$ cat src/rtl/move_collector_if.sv
// Bus bundle between the move collector, the square-unit array and the move sink.
// master: the collector (drives sq_sel/sq_rden and the move stream).
// slave : the environment (square array flags, muxed FIFO data, consumer ready).
// Signals: start, sq_done, sq_empty, sq_sel, sq_rden, sq_data,
//          mv_data, mv_valid, mv_ready, mv_count, busy, complete.
interface move_collector_if #(
   parameter int unsigned NSQ    = 64,
   parameter int unsigned DATA_W = 160,
   parameter int unsigned SLOT_W = 19,
   parameter int unsigned CNT_W  = 9
);
   localparam int unsigned SEL_W = $clog2(NSQ);

   logic              start;
   logic [NSQ-1:0]    sq_done;
   logic [NSQ-1:0]    sq_empty;
   logic [SEL_W-1:0]  sq_sel;
   logic [NSQ-1:0]    sq_rden;
   logic [DATA_W-1:0] sq_data;
   logic [SLOT_W-1:0] mv_data;
   logic              mv_valid;
   logic              mv_ready;
   logic [CNT_W-1:0]  mv_count;
   logic              busy;
   logic              complete;

   modport master (
      input  start, sq_done, sq_empty, sq_data, mv_ready,
      output sq_sel, sq_rden, mv_data, mv_valid, mv_count, busy, complete
   );

   modport slave (
      output start, sq_done, sq_empty, sq_data, mv_ready,
      input  sq_sel, sq_rden, mv_data, mv_valid, mv_count, busy, complete
   );
endinterface

$ cat src/rtl/move_collector.sv
// Drain stage for the square-unit array: once every square reports done, it
// walks the square FIFOs in index order, pops each non-empty FIFO word by word,
// unpacks the eight 19-bit move slots and streams the valid ones out on a
// valid/ready interface with a saturating move count.
// Ports: clk, reset (async, active low), bus (move_collector_if.master).
// All bus outputs are registered and reset to zero.
module move_collector #(
   parameter int unsigned NSQ    = 64,
   parameter int unsigned SLOTS  = 8,
   parameter int unsigned SLOT_W = 19
) (
   input  logic              clk,
   input  logic              reset,
   move_collector_if.master  bus
);

   localparam int unsigned SEL_W   = $clog2(NSQ);
   localparam int unsigned SLOT_IW = $clog2(SLOTS);
   localparam int unsigned WORD_W  = SLOTS * SLOT_W;
   localparam int unsigned DATA_W  = 160;
   localparam int unsigned CNT_W   = 9;
   localparam int unsigned CNT_MAX = (1 << CNT_W) - 1;

   typedef enum logic [2:0] {
      S_IDLE, S_WAIT, S_SCAN, S_READ, S_LATCH, S_EMIT, S_FIN
   } state_t;

   typedef logic [SLOTS-1:0][SLOT_W-1:0] word_t;

   state_t             state_q, state_d;
   logic [SEL_W-1:0]   sel_q, sel_d;
   logic [SLOT_IW-1:0] slot_q, slot_d;
   word_t              word_q, word_d;
   logic [CNT_W-1:0]   cnt_q, cnt_d;
   logic [NSQ-1:0]     rden_q, rden_d;
   logic [SLOT_W-1:0]  mv_data_q, mv_data_d;
   logic               mv_valid_q, mv_valid_d;
   logic               busy_q, busy_d;
   logic               complete_q, complete_d;
   logic [SLOT_W-1:0]  cur_slot;

   // Upper mux bits carry no slot data.
   logic unused_hi;
   assign unused_hi = ^bus.sq_data[DATA_W-1:WORD_W];

   // State and output registers.
   always_ff @(posedge clk or negedge reset) begin
      if (!reset) begin
         state_q    <= S_IDLE;
         sel_q      <= '0;
         slot_q     <= '0;
         word_q     <= '0;
         cnt_q      <= '0;
         rden_q     <= '0;
         mv_data_q  <= '0;
         mv_valid_q <= 1'b0;
         busy_q     <= 1'b0;
         complete_q <= 1'b0;
      end else begin
         state_q    <= state_d;
         sel_q      <= sel_d;
         slot_q     <= slot_d;
         word_q     <= word_d;
         cnt_q      <= cnt_d;
         rden_q     <= rden_d;
         mv_data_q  <= mv_data_d;
         mv_valid_q <= mv_valid_d;
         busy_q     <= busy_d;
         complete_q <= complete_d;
      end
   end

   // Next state, then registered outputs derived from the next state so they
   // line up with the state they describe.
   always_comb begin
      state_d    = state_q;
      sel_d      = sel_q;
      slot_d     = slot_q;
      word_d     = word_q;
      cnt_d      = cnt_q;
      rden_d     = '0;
      mv_data_d  = mv_data_q;
      mv_valid_d = 1'b0;
      busy_d     = 1'b0;
      complete_d = 1'b0;
      cur_slot   = '0;

      unique case (state_q)
         S_IDLE, S_FIN: begin
            if (bus.start) begin
               state_d = S_WAIT;
               sel_d   = '0;
               cnt_d   = '0;
            end
         end
         S_WAIT: begin
            if (&bus.sq_done) state_d = S_SCAN;
         end
         S_SCAN: begin
            if (!bus.sq_empty[sel_q])              state_d = S_READ;
            else if (sel_q == SEL_W'(NSQ - 1))     state_d = S_FIN;
            else                                   sel_d   = sel_q + SEL_W'(1);
         end
         S_READ: begin
            state_d = S_LATCH;
         end
         S_LATCH: begin
            // FIFO q arrives one cycle after the read enable.
            word_d  = bus.sq_data[WORD_W-1:0];
            slot_d  = '0;
            state_d = S_EMIT;
         end
         S_EMIT: begin
            // Invalid slots retire at once; valid ones wait for the consumer.
            if (!mv_valid_q || bus.mv_ready) begin
               if (mv_valid_q && (cnt_q != CNT_W'(CNT_MAX))) cnt_d = cnt_q + CNT_W'(1);
               if (slot_q == SLOT_IW'(SLOTS - 1)) state_d = S_SCAN;
               else                               slot_d  = slot_q + SLOT_IW'(1);
            end
         end
         default: state_d = S_IDLE;
      endcase

      cur_slot   = word_d[slot_d];
      mv_valid_d = (state_d == S_EMIT) && !cur_slot[SLOT_W-1];
      if (mv_valid_d) mv_data_d = cur_slot;
      if (state_d == S_READ) rden_d[sel_d] = 1'b1;
      busy_d     = state_d inside {S_WAIT, S_SCAN, S_READ, S_LATCH, S_EMIT};
      complete_d = (state_d == S_FIN);
   end

   assign bus.sq_sel   = sel_q;
   assign bus.sq_rden  = rden_q;
   assign bus.mv_data  = mv_data_q;
   assign bus.mv_valid = mv_valid_q;
   assign bus.mv_count = cnt_q;
   assign bus.busy     = busy_q;
   assign bus.complete = complete_q;

endmodule

$ cat src/flat_wrapper.sv
// flat-port wrapper written by rule: the top's interface ports become plain ports
module move_collector_flat 
#(
   parameter int unsigned NSQ    = 64,
   parameter int unsigned SLOTS  = 8,
   parameter int unsigned SLOT_W = 19
)
  (clk, reset, bus_start, bus_sq_done, bus_sq_empty, bus_sq_data, bus_mv_ready, bus_sq_sel, bus_sq_rden, bus_mv_data, bus_mv_valid, bus_mv_count, bus_busy, bus_complete);
  move_collector_if #(.NSQ(NSQ), .DATA_W((160)), .SLOT_W(SLOT_W)) bus_i ();
  input  logic clk;
  input  logic reset;
  input wire logic [$bits(bus_i.start)-1:0] bus_start;
  input wire logic [$bits(bus_i.sq_done)-1:0] bus_sq_done;
  input wire logic [$bits(bus_i.sq_empty)-1:0] bus_sq_empty;
  input wire logic [$bits(bus_i.sq_data)-1:0] bus_sq_data;
  input wire logic [$bits(bus_i.mv_ready)-1:0] bus_mv_ready;
  output wire logic [$bits(bus_i.sq_sel)-1:0] bus_sq_sel;
  output wire logic [$bits(bus_i.sq_rden)-1:0] bus_sq_rden;
  output wire logic [$bits(bus_i.mv_data)-1:0] bus_mv_data;
  output wire logic [$bits(bus_i.mv_valid)-1:0] bus_mv_valid;
  output wire logic [$bits(bus_i.mv_count)-1:0] bus_mv_count;
  output wire logic [$bits(bus_i.busy)-1:0] bus_busy;
  output wire logic [$bits(bus_i.complete)-1:0] bus_complete;
  assign bus_i.start = bus_start;
  assign bus_i.sq_done = bus_sq_done;
  assign bus_i.sq_empty = bus_sq_empty;
  assign bus_i.sq_data = bus_sq_data;
  assign bus_i.mv_ready = bus_mv_ready;
  assign bus_sq_sel = bus_i.sq_sel;
  assign bus_sq_rden = bus_i.sq_rden;
  assign bus_mv_data = bus_i.mv_data;
  assign bus_mv_valid = bus_i.mv_valid;
  assign bus_mv_count = bus_i.mv_count;
  assign bus_busy = bus_i.busy;
  assign bus_complete = bus_i.complete;
  move_collector #(.NSQ(NSQ), .SLOTS(SLOTS), .SLOT_W(SLOT_W)) u_core (.clk(clk), .reset(reset), .bus(bus_i));
endmodule
$ cat config.mk
export PLATFORM = sky130hd
export DESIGN_NAME = move_collector_flat
export DESIGN_NICKNAME = d
export VERILOG_FILES = /design/src/rtl/move_collector_if.sv /design/src/rtl/move_collector.sv /design/src/flat_wrapper.sv
export SDC_FILE = /design/constraint.sdc
export NUM_CORES = 1
export LEC_CHECK = 0
export BUFFER_PORTS_ARGS = -buffer_cell sky130_fd_sc_hd__buf_2
export CORE_ASPECT_RATIO = 0.8
export CORE_UTILIZATION = 40
export CTS_CLUSTER_SIZE = 16
export DETAILED_ROUTE_END_ITERATION = 16
export PLACE_DENSITY_LB_ADDON = 0.3
export SLEW_MARGIN = 20
export SYNTH_ARGS = -nofsm -noshare
export SYNTH_HDL_FRONTEND = slang
export SYNTH_SLANG_ARGS = --single-unit
$ cat constraint.sdc
create_clock -name clk -period 3.4 [get_ports clk]
set_clock_uncertainty 0.2 [all_clocks]
set_input_delay 0.68 -clock clk [delete_from_list [all_inputs] [get_ports clk]]
set_output_delay 0.68 -clock clk [all_outputs]
set_load 0.1 [all_outputs]
* Yosys cells after proc, flatten, opt, wreduce, memory -nomap -nowiden
Index checks and enable logic that the tools add are counted.
Operators by class: equality and inequality tests 18, $lt $le $gt $ge 4, $add $sub $neg 3, muxes and demuxes 26, reduce and logical (&&, ||, !) cells 12
Operators by type and width (number):
- $mux W152 | 1
- $mux W64 | 1
- $reduce_and A64 Y1 | 1
- $bmux W19 S3 | 1
- $mux W9 | 3
- $mux W3 | 8
- $eq A3 B3 Y1 const B | 7
- $mux W19 | 1
- $mux W6 | 3
- $pmux W3 S6 | 1
- $pmux W9 S2 | 1
- $lt A6 B7 Y1 const B | 2
- $eq A3 B2 Y1 const B | 4
- $pmux W6 S2 | 1
- $add A9 B1 Y9 const B | 1
- $ne A9 B9 Y1 const B | 1
- $add A6 B1 Y6 const B | 1
- $bmux W1 S6 | 1
- $demux W1 S6 | 1
- $eq A3 B1 Y1 const B | 2
- $eq A6 B6 Y1 const B | 1
- $ge A6 B1 Y1 const B | 1
- $pmux W3 S2 | 1
- $reduce_bool A5 Y1 | 1
- 12 further kinds | 17
Word-level totals: flip-flop bits (word level) 259, output and inout port bits 101, word-level logic and storage cells 80, input port bits 292

* Depth between registers and ports, before layout
Gate-level depths: netlist of run 1.
word-level depth 9, gate-level depth with buffers 12

* Worst setup path after synthesis of run 1
OpenSTA, ideal clock, no wires.
kind register to register, from reg u_core.sel_q[0] (netlist: u_core.bus.sq_sel[0]), to reg u_core.rden_q[21] (netlist: u_core.bus.sq_rden[21]), setup time 0.076 ns, path buffers 2, cell stages (with the launch flop) 12, data required time 3.124 ns, arrival 3.336 ns, setup slack -0.212 ns, path through dfrtp_1 buf_6 mux4_2 a2bb2oi_2 a211o_1 nand3_1 nor3_1 o32ai_4 inv_2 or3b_1 buf_6 nor2_1
Between the ends: word-level cells in the longest chain between the ends 9, elaborated cells between the ends (all ways) 18, those cells by class add/sub: 1; order compare: 2; eq/ne: 2; mux: 12; reduce/logical: 1
RTL lines:
- start, declared | RTL line move_collector.sv:31 | logic [SEL_W-1:0] sel_q, sel_d;
- start signal, assigned | RTL line move_collector.sv:61 | sel_q <= sel_d;
- $bmux W1 S6, or another cell as far along | RTL line move_collector.sv:100 | if (!bus.sq_empty[sel_q]) state_d = S_READ;
- $mux W1 (implied by the code) or $mux W6 (tied branches) | RTL line move_collector.sv:100, move_collector.sv:101
- $mux W6 * | RTL line move_collector.sv:100
- $pmux W6 S2 * | RTL line move_collector.sv:88 | unique case (state_q)
- net u_core.sel_d[3] | RTL line move_collector.sv:31
- $lt A6 B7 Y1 (implied by the code) or $ge A6 B1 Y1 (tied branches) | RTL line move_collector.sv:127 | if (state_d == S_READ) rden_d[sel_d] = 1'b1;
- $logic_and A1 B1 Y1 (implied by the code) | RTL line move_collector.sv:127
- $mux W1 (implied by the code) | RTL line move_collector.sv:127
- $demux W1 S6 *
- $mux W64 * | RTL line move_collector.sv:127
- net u_core.rden_d[21] | RTL line move_collector.sv:35 | logic [NSQ-1:0] rden_q, rden_d;
- end signal, assigned | RTL line move_collector.sv:65 | rden_q <= rden_d;
- end, declared | RTL line move_collector.sv:35
Mark *: on every way through the listed nets, which the timed path passes. The rest lies on a longest branch. The select of a mux whose other input is x is not followed. A chain may end at the register's enable or synchronous reset.

* Worst setup path in the final report of run 1
from reg u_core.sel_q[0] (netlist: u_core.bus.sq_sel[0]), to reg u_core.rden_q[32] (netlist: u_core.bus.sq_rden[32])
The elaborated chain is that of the path after synthesis.

==> out/results.txt, run 1 <==
Pwr/cell area = 419.4 nW/µm²
Synth Area per Inst = 12.92 µm²
Clk root buf = clkbuf_16
Htree depth = 1
Worst skew pair latency = 0.54 ns
Routed length per instance = 18.90 µm
Post-CTS setup buffer count = 0
Endpoint class of the critical path = flip-flop
Initial antenna violation count = 8
Die Area = 30440 µm²
Design area = 15510 µm²
Routed vias = 8764
Actual slew at the worst max-slew pin = 0.5865 ns
Largest stage delay on the critical path = 0.57 ns
Synth Instances = 921
TritonCTS buffer count = 28
DRC viols = 0
DIE WIDTH = 194.8 µm
Drt via density = 5.045
Critical path's slowest cell = dfrtp_4
Cell taking the most area after synthesis = dfrtp_1
Ratio of cells with drive above 1 in the final layout = 51.18%
Final core utilization = 52.94%
Critical path arrival = 3.50 ns
Distinct cells, synth = 61
Leakage = 0.007978 µW
Peak supply drop = 0.4121 mV
Overflow after GRT = 0
CTS clk-pin slew, worst paths = 0.06 ns
Tot GR Track Use = 21.04%
Worst hold path type = in2reg
# IOs = 393
Worst Path Required = 3.67 ns
Post-synth EDFFs = 0
Max-Cap Viols = 0
Crit-path cells = buf_4 -> mux2i_1 -> a22oi_1 -> a211o_1 -> nand3_1 -> or4_4 -> a21oi_4 -> or3b_1 -> nor2_1
Total detailed-routing wirelength = 32820 µm
Num Clock Sinks = 259
RSZ-0062 raised after global routing = no
#FFs+latches synth = 259
Die Ht = 156.3 µm
Final hold vios = 0
CTS tree = built
Synthesized net count = 1217
Crit-path max FO = 12
Synth top area share = 54.48%
Post-Place Cells = 1678
Worst path bufs/invs = 1
Outcome = completed
Kind of critical path = reg2reg
IO Port Bufs = 384
Top_reg_cell synth = dfrtp_1
Layout area overhead = 30.34%
Yosys synthesis warning count = 0
Drt pass-1 iters = 4
Core area = 29290 µm²
Worst relative slew slack = 60.90%
Fin crit share = 94.87%
Fraction of registers with async set/reset = 100.0%
Initial DRC Count = 335
Largest net degree at the start of global routing = 77
Fin. max-slew vios = 0
Min Tclk post-route = 3.226 ns
Vias in the first global route = 9115
Placed instance area = 14520 µm²
Initial Util = 40.62%
Register area share after synthesis = 54.48%
Placement Rows = 56
Final setup viols = 0
Fin cells = 1737
Synth Cell Area = 11900 µm²
Critical path's top delay family = simple AND/OR/NAND/NOR gates
Synth top area cells = dfrtp_1 54%, mux2_2 18%, mux2i_1 8.8%
Startpoint Class = flip-flop
Clock Path Buffers = 3
Antenna viol nets, final = 0
Final RePlAce weighted congestion = 0.8011
F_max = 310.0 MHz
Setup TNS = 0 ns
Final nets = 1628
First-pass GRT wire length = 50000 µm
Dpl hpwl = 24220 µm
==> layout make-up <==
class                           instances  area, µm²
Antenna cell                            6      15.01
Timing Repair Buffer                  432       2395
Multi-Input combinational cell        593       5107
Sequential cell                       259       6486
Tap cell                              377      471.7
Fill cell                            2610      13780
Clock inverter                         11      171.4
Inverter                               18      70.07
Clock buffer                           41      789.5
==> sequential cells by signal, summed over array words and instances (netlist names) <==
signal / cells
u_core.word_q: 152
u_core.bus.sq_rden: 64
u_core.bus.sq_sel: 6
u_core.bus.busy: 1
u_core.slot_q: 3
u_core.bus.complete: 1
u_core.bus.mv_valid: 1
u_core.bus.mv_count: 9
u_core.state_q: 3
u_core.bus.mv_data: 19
==> cells in the final DEF (no fill, tap or decap), types with 9 or more instances in the layout <==
cell / n
o211ai_1: 13
mux2_2: 186
clkbuf_16: 28
a21oi_1: 16
nand2_1: 31
nand2b_1: 9
nand4_1: 21
nand3_1: 10
nor2_1: 86
and3_1: 9
buf_2: 383
clkbuf_1: 9
mux2i_1: 104
inv_1: 14
dfrtp_1: 257
buf_4: 39
==> layer usage <==
metal  GRT usage, %  routed length, µm  vias to the layer above
met3          4.612               1886                       55
met4          6.449                863                        6
met5              0                 44                        -
met2          34.61              15520                      247
li1               -                  -                     4138
met1          27.88              14500                     4318
==> logic make-up (layout without fill, tap and decap cells) <==
logic type / Yosys count / count (layout) / synth area share, %
buf+inv: 69 / 502 / 2.850
fa+ha+maj: 4 / 4 / 0.4207
flops: 259 / 259 / 54.48
other cells: 0 / 6 / 0
mux: 302 / 302 / 28.06
xor+xnor: 6 / 6 / 0.4417
simple gates: 204 / 204 / 8.593
compound gates: 77 / 77 / 5.154
==> synth_stat cells, types with 10 or more instances <==
cell type	count
a21oi_1	16
buf_2	28
clkbuf_1	13
dfrtp_1	259
inv_1	15
mux2_2	186
mux2i_1	104
nand2_1	31
nand3_1	10
nand4_1	21
nor2_1	87
o211ai_1	13
==> power by group <==
group,internal [µW],switching (µW),total (µW)
combinational,139,124,264
clock,1910,1240,3160
sequential,3080,0.00000000536,3080
total,5140,1370,6500
==> what timing repair did <==
action | 4_1_cts | 5_1_grt
setup endpoints to repair | 0 | 19
hold buffers | 1 | 0
endpoints found under the hold margin | 60 | 0
resized for setup | 0 | 1
==> metrics by stage <==
| step | hold slack (ns) | worst slack, ns | power, µW |
|---|---|---|---|
| CTS | 0.1543 | 0.09792 | 6593 |
| finish | 0.1810 | 0.1744 | 6504 |
| floorplan | 0.1844 | 0.0001812 | 3168 |
| global placement | 0.2656 | 0.07324 | 3402 |
| global route | 0.1629 | 0.01149 | 6731 |
| detailed placement | 0.2757 | 0.02177 | 3407 |
==> worst paths after layout <==
check	from	to	slack, ns	depth (start not counted)
max in group asynchronous	reset	u_core.word_q[118]$_DFF_PN0_	1.66	3
worst min-delay path	bus_sq_data[147]	u_core.word_q[147]$_DFF_PN0_	0.18	2
worst min register to register	u_core.word_q[147]$_DFF_PN0_	u_core.word_q[147]$_DFF_PN0_	0.29	1
worst max-delay path	u_core.bus.sq_sel[0]$_DFF_PN0_	u_core.bus.sq_rden[32]$_DFF_PN0_	0.17	9
min in group asynchronous	reset	u_core.bus.mv_count[3]$_DFFE_PN0P_	0.47	2
worst max register to register	u_core.bus.sq_sel[0]$_DFF_PN0_	u_core.bus.sq_rden[32]$_DFF_PN0_	0.17	9
No activity file was read; power rests on OpenSTA's default activity.
==> run 2: changes to the inputs <==
--- a/config.mk
+++ b/config.mk
@@ -7,10 +7,11 @@
 export LEC_CHECK = 0
 export BUFFER_PORTS_ARGS = -buffer_cell sky130_fd_sc_hd__buf_2
 export CORE_ASPECT_RATIO = 0.8
-export CORE_UTILIZATION = 40
+export CORE_UTILIZATION = 45
 export CTS_CLUSTER_SIZE = 16
 export DETAILED_ROUTE_END_ITERATION = 16
 export PLACE_DENSITY_LB_ADDON = 0.3
+export SETUP_SLACK_MARGIN = 0.2
 export SLEW_MARGIN = 20
 export SYNTH_ARGS = -nofsm -noshare
 export SYNTH_HDL_FRONTEND = slang
==> run 2 against run 1 <==
Wire length rose by 0.32%; largest power group is now sequential cells; clock-buffer cell count shrank 7; worst hold slack better by 0.026 ns; fmax rose by 1.3%; flip-flop and latch count unchanged; largest cell class unchanged; register-to-register slack improved by 0.04 ns; setup slack better by 0.041 ns; sequential share of layout area down 0.44 points; die area is 11% lower.
==> out/results.txt, run 2 (synthesis gave the netlist of run 1 again) <==
Placement Rows = 52 (-7.1%)
Worst Hold Launch = bus_sq_data[142]
TritonCTS buffer count = 26 (-7.1%)
Cells on worst reg2reg path = 9 (unchanged)
Final core utilization = 61.20% (+8.3 points)
RSZ-0062 raised after global routing = no
Fin cells = 1720 (-0.98%)
Final hold vios = 0 (unchanged)
Commonest non-fill, non-tap cell in the layout = buf_2
Critical path origin = u_core.bus.sq_sel[1]$_DFF_PN0_
Tot GR Track Use = 23.65% (+2.6 points)
Endpoint class of the critical path = flip-flop
Leakage = 0.008056 µW (+0.97%)
Fin crit share = 93.68% (-1.2 points)
Actual slew at the worst max-slew pin = 0.6730 ns (+0.08649 ns)
Crit-path cells = buf_12 -> nor2b_1 -> a22oi_1 -> a211o_1 -> nand3_1 -> or4_4 -> a21oi_4 -> or3b_4 -> nor2_1
Layout area overhead = 31.87%
DRC viols = 0 (unchanged)
Clock Path Buffers = 3 (unchanged)
IO Port Bufs = 384 (unchanged)
Crit-path max FO = 8 (-4)
Routed length per instance = 19.14 µm (+1.3%)
Kind of critical path = reg2reg
Startpoint Class = flip-flop
Worst reg2reg path startpoint = u_core.bus.sq_sel[1]$_DFF_PN0_
Setup slack after layout = 0.2150 ns (+0.04054 ns)
Drt pass-1 iters = 7 (+3)
Antenna viol nets, final = 0 (unchanged)
Dpl hpwl = 23860 µm (-1.5%)
Outcome = completed
First-pass GRT wire length = 49620 µm (-0.76%)
Largest stage delay on the critical path = 0.54 ns (-0.03 ns)
Die Ht = 147.4 µm (-5.6%)
R2R Path End = u_core.bus.sq_rden[32]$_DFF_PN0_
DIE WIDTH = 183.8 µm (-5.7%)
Min Tclk post-route = 3.185 ns (-0.04054 ns)
Reg2Reg Setup Slack = 0.21 ns (+0.04 ns)
Vias in the first global route = 9006 (-1.2%)
Worst relative slew slack = 55.13% (-5.8 points)
Worst hold path type = in2reg
F_max = 314.0 MHz (+1.3%)
Total power = 6298 µW (-3.2%)
Htree depth = 1 (unchanged)
Peak supply drop = 0.4198 mV (+1.9%)
Final RePlAce weighted congestion = 0.8313 (+3.8%)
WHS Path Cells = 2 (unchanged)
Critical path's slowest cell = or4_4
Initial Util = 46.41% (+5.8 points)
Die Area = 27090 µm² (-11%)
Max reg flops = 152 (unchanged)
Critical path arrival = 3.43 ns (-0.07 ns)
Fin. max-slew vios = 0 (unchanged)
Total detailed-routing wirelength = 32930 µm (+0.32%)
Post-Place Cells = 1644 (-2.0%)
Initial DRC Count = 421 (+26%)
Core area = 25630 µm² (-12%)
CTS tree = built
Num Clock Sinks = 259 (unchanged)
Routed vias = 8895 (+1.5%)
Worst Path Required = 3.64 ns (-0.03 ns)
Drt via density = 5.172 (+2.5%)
Clk root buf = clkbuf_16
Dpl ws = -0.1227 ns (-0.1445 ns)
Most frequent cells in the layout = 383 x buf_2, 254 x dfrtp_1, 186 x mux2_2, 104 x mux2i_1, 83 x nor2_1
Max-Cap Viols = 0 (unchanged)
Worst skew pair latency = 0.52 ns (-0.02 ns)
Final nets = 1639 (+0.68%)
Pwr/cell area = 401.4 nW/µm² (-4.3%)
CTS clk-pin slew, worst paths = 0.07 ns (about the same)
Overflow after GRT = 0 (unchanged)
Worst setup path end = u_core.bus.sq_rden[32]$_DFF_PN0_
# IOs = 393 (unchanged)
Initial antenna violation count = 9 (+1)
Fin Hold WS = 0.2071 ns (+0.02607 ns)
Final setup viols = 0 (unchanged)
Ratio of cells with drive above 1 in the final layout = 53.48% (+2.3 points)
Largest net degree at the start of global routing = 86 (+12%)
Largest register by flop count = u_core.word_q
## run 2: how the worst min path moves through the flow
stage                                                    end  slack (ns)
after floorplan                    u_core.bus.busy$_DFF_PN0_        0.18
after global placement     u_core.bus.mv_data[5]$_DFFE_PN0P_        0.27
after detailed placement  u_core.bus.mv_data[10]$_DFFE_PN0P_        0.27
after CTS                        u_core.word_q[59]$_DFF_PN0_        0.18
after global routing            u_core.word_q[106]$_DFF_PN0_        0.19
final                           u_core.word_q[142]$_DFF_PN0_        0.21
## run 2: repair_timing
action,CTS,global route
gates resized for setup,9,27
pin swaps,0,17
hold buffers,1,0
endpoints found under the setup margin,47,82
setup buffers,2,19
endpoints found under the hold margin,58,0
## run 2: per-layer routing
layer,up-vias,global-route usage (%),wire length (µm)
met3,52,4.903,1995
li1,4165,-,-
met2,280,38.13,15760
met1,4392,32.59,14370
met5,-,0,37
met4,6,6.292,762
## run 2: area by class of cell
type	count	area, µm²
clock inverter	14	142.6
clock buffer	34	742.0
sequential	259	6492
inverter	18	70.07
antenna	6	15.01
tap	351	439.2
timing repair buffer	445	2544
multi-input combinational	593	5243
fill	2109	9947
## run 2: worst max-delay path: cells and delay by family, from the launching register on
family,cells,cell delay (ns)
buf+inv,1,0.15
compound gates,3,0.75
flops,1,0.53
simple gates,5,1.46
## run 2: stage by stage
stage | area, µm² | TNS [ns]
finish | 15690 | 0
global route | 15690 | 0
CTS | 15380 | 0
detailed placement | 14420 | -1.323
global placement | 14420 | -0.5472
floorplan | 11910 | 0
## run 2: where the power goes
group	switching, µW	internal, µW
Sequential	0.00000000447	3080
Clock	1250	1700
Combinational	126	142
==> run 3: changes to the inputs <==
--- a/config.mk
+++ b/config.mk
@@ -8,11 +8,13 @@
 export BUFFER_PORTS_ARGS = -buffer_cell sky130_fd_sc_hd__buf_2
 export CORE_ASPECT_RATIO = 0.8
 export CORE_UTILIZATION = 45
+export CTS_BUF_LIST = sky130_fd_sc_hd__clkbuf_8
 export CTS_CLUSTER_SIZE = 16
 export DETAILED_ROUTE_END_ITERATION = 16
+export GPL_ROUTABILITY_DRIVEN = 1
 export PLACE_DENSITY_LB_ADDON = 0.3
 export SETUP_SLACK_MARGIN = 0.2
-export SLEW_MARGIN = 20
+export SLEW_MARGIN = 40
 export SYNTH_ARGS = -nofsm -noshare
 export SYNTH_HDL_FRONTEND = slang
 export SYNTH_SLANG_ARGS = --single-unit
==> run 3 against run 2 <==
Core utilization fell by 0.30 points; clock-buffer cell count rose by 24; fmax barely moved; critical path type unchanged; largest power group unchanged.
==> out/results.txt, run 3 (synthesis gave the netlist of run 1 again) <==
Worst Path Required = 3.68 ns (+0.04 ns)
Largest stage delay on the critical path = 0.54 ns (about the same)
Max-Cap Viols = 0 (unchanged)
Routed length per instance = 18.85 µm (-1.5%)
F_max = 313.8 MHz (about the same)
Endpoint class of the critical path = flip-flop
Dpl ws = -0.1227 ns (unchanged)
Crit-path cells = buf_12 -> buf_8 -> mux2i_1 -> a22oi_1 -> a211o_1 -> nand3_1 -> or4_4 -> a21oi_4 -> or3b_4 -> nor2_1
Final hold vios = 0 (unchanged)
Total detailed-routing wirelength = 32870 µm (-0.16%)
Design area = 15610 µm² (-0.49%)
Final nets = 1653 (+0.85%)
Actual slew at the worst max-slew pin = 0.6595 ns (-0.01354 ns)
Clock Path Buffers = 3 (unchanged)
Critical path's slowest cell = or4_4
Initial Util = 46.41% (unchanged)
Setup TNS = 0 ns (unchanged)
Peak supply drop = 0.3521 mV (-16%)
Initial DRC Count = 447 (+6.2%)
Overflow after GRT = 0 (unchanged)
Antenna viol nets, final = 0 (unchanged)
Pwr/cell area = 394.2 nW/µm² (-1.8%)
Startpoint Class = flip-flop
DRC viols = 0 (unchanged)
RSZ-0062 raised after global routing = yes
Placement Rows = 52 (unchanged)
Drt pass-1 iters = 4 (-3)
Routed vias = 8942 (+0.53%)
Worst hold path type = in2reg
Final setup viols = 0 (unchanged)
Vias in the first global route = 9117 (+1.2%)
Drt via density = 5.127 (-0.86%)
Outcome = completed
Commonest non-fill, non-tap cell in the layout = buf_2
Most frequent cells in the layout = 383 x buf_2, 254 x dfrtp_1, 186 x mux2_2, 104 x mux2i_1, 80 x nor2_1
Final RePlAce weighted congestion = 0.8313 (unchanged)
Die Ht = 147.4 µm (unchanged)
Largest net degree at the start of global routing = 86 (unchanged)
Setup slack after layout = 0.2132 ns (-0.001798 ns)
Clk root buf = clkbuf_8
IO Port Bufs = 384 (unchanged)
Core area = 25630 µm² (unchanged)
Htree depth = 2 (+1)
Min Tclk post-route = 3.187 ns (+0.001798 ns)
Fin. max-slew vios = 0 (unchanged)
Worst relative slew slack = 56.03% (+0.90 points)
Layout area overhead = 31.22%
CTS tree = built
Critical path's top delay family = simple AND/OR/NAND/NOR gates
Max reg flops = 152 (unchanged)
# IOs = 393 (unchanged)
Initial antenna violation count = 7 (-2)
Kind of critical path = reg2reg
Dpl hpwl = 23860 µm (unchanged)
Worst skew pair latency = 0.56 ns (+0.04 ns)
Die Area = 27090 µm² (unchanged)
Leakage = 0.008082 µW (+0.33%)
TritonCTS buffer count = 43 (+65%)
Fillcell total = 2131 (+1.0%)
First-pass GRT wire length = 49710 µm (+0.18%)
Critical path arrival = 3.47 ns (+0.04 ns)
Final core utilization = 60.89% (-0.30 points)
Largest register by flop count = u_core.word_q
Crit-path max FO = 13 (+5)
Num Clock Sinks = 259 (unchanged)
CTS clk-pin slew, worst paths = 0.06 ns (about the same)
DIE WIDTH = 183.8 µm (unchanged)
Worst path bufs/invs = 2 (+1)
Ratio of cells with drive above 1 in the final layout = 53.67% (+0.19 points)
Placed instance area = 14420 µm² (unchanged)
Tot GR Track Use = 23.85% (+0.20 points)
Fin crit share = 93.73% (about the same)
run 3: cell types whose count changed in the layout (fill, tap and decap cells not counted), sizes merged:
cell,delta
buf,-4
clkinvlp,-2
diode,-1
clkbuf,+25
clkinv,-4
bufinv,-2
inv,+12
run 3: layout make-up:
class	count	area [µm²]	area share [%]
tap	351	439.2	2.813
antenna	5	12.51	0.08015
timing repair buffer	442	2485	15.92
inverter	18	70.07	0.4489
clock buffer	58	798.3	5.114
clock inverter	18	92.59	0.5931
multi-input combinational	593	5220	33.44
sequential	259	6492	41.59
run 3: report_power, final:
part | switching (µW) | internal, µW
registers | 0.00000000590 | 3080
logic | 125 | 140
clock network | 1280 | 1530
total | 1400 | 4750
run 3: final timing paths:
| check | startpoint | end | slack (ns) | cells after the start |
|---|---|---|---|---|
| max | u_core.bus.sq_sel[0]$_DFF_PN0_ | u_core.bus.sq_rden[32]$_DFF_PN0_ | 0.21 | 10 |
| min reg2reg | u_core.bus.mv_data[10]$_DFFE_PN0P_ | u_core.bus.mv_data[10]$_DFFE_PN0P_ | 0.28 | 1 |
| max in group asynchronous | reset | u_core.word_q[56]$_DFF_PN0_ | 1.58 | 3 |
| min in group asynchronous | reset | u_core.word_q[121]$_DFF_PN0_ | 0.51 | 2 |
| max reg2reg | u_core.bus.sq_sel[0]$_DFF_PN0_ | u_core.bus.sq_rden[32]$_DFF_PN0_ | 0.21 | 10 |
| min | bus_sq_data[21] | u_core.word_q[21]$_DFF_PN0_ | 0.17 | 2 |
run 3: timing repair:
action,in CTS,in global routing
gates resized for setup,6,24
buffers inserted,1,17
endpoints found under the hold margin,81,0
pin swaps,1,13
hold buffers,1,0
setup endpoints to repair,43,79
run 3: per-stage QoR:
stage	hold slack [ns]	cells	power (µW)
3_3_place_gp	0.2655	1644	3400
4_1_cts	0.1259	1722	6235
2_1_floorplan	0.1844	921	3168
5_1_grt	0.1363	1743	6403
3_5_place_dp	0.2733	1644	3406
6_report	0.1689	1744	6154
run 3: routing by layer:
layer | GRT usage (%) | vias up | wire [µm]
li1 | - | 4184 | -
met1 | 32.10 | 4382 | 14220
met2 | 37.82 | 305 | 15640
met3 | 6.011 | 65 | 2223
met4 | 7.792 | 6 | 746
met5 | 0 | - | 37
run 3: worst register-to-register path, delay by kind of cell, from the launching register on:
family,cells,cell delay [ns]
and+or+nand+nor,4,1.29
DFF,1,0.49
buffers and inverters,2,0.32
AOI/OAI and AO/OA,3,0.71
muxes,1,0.13
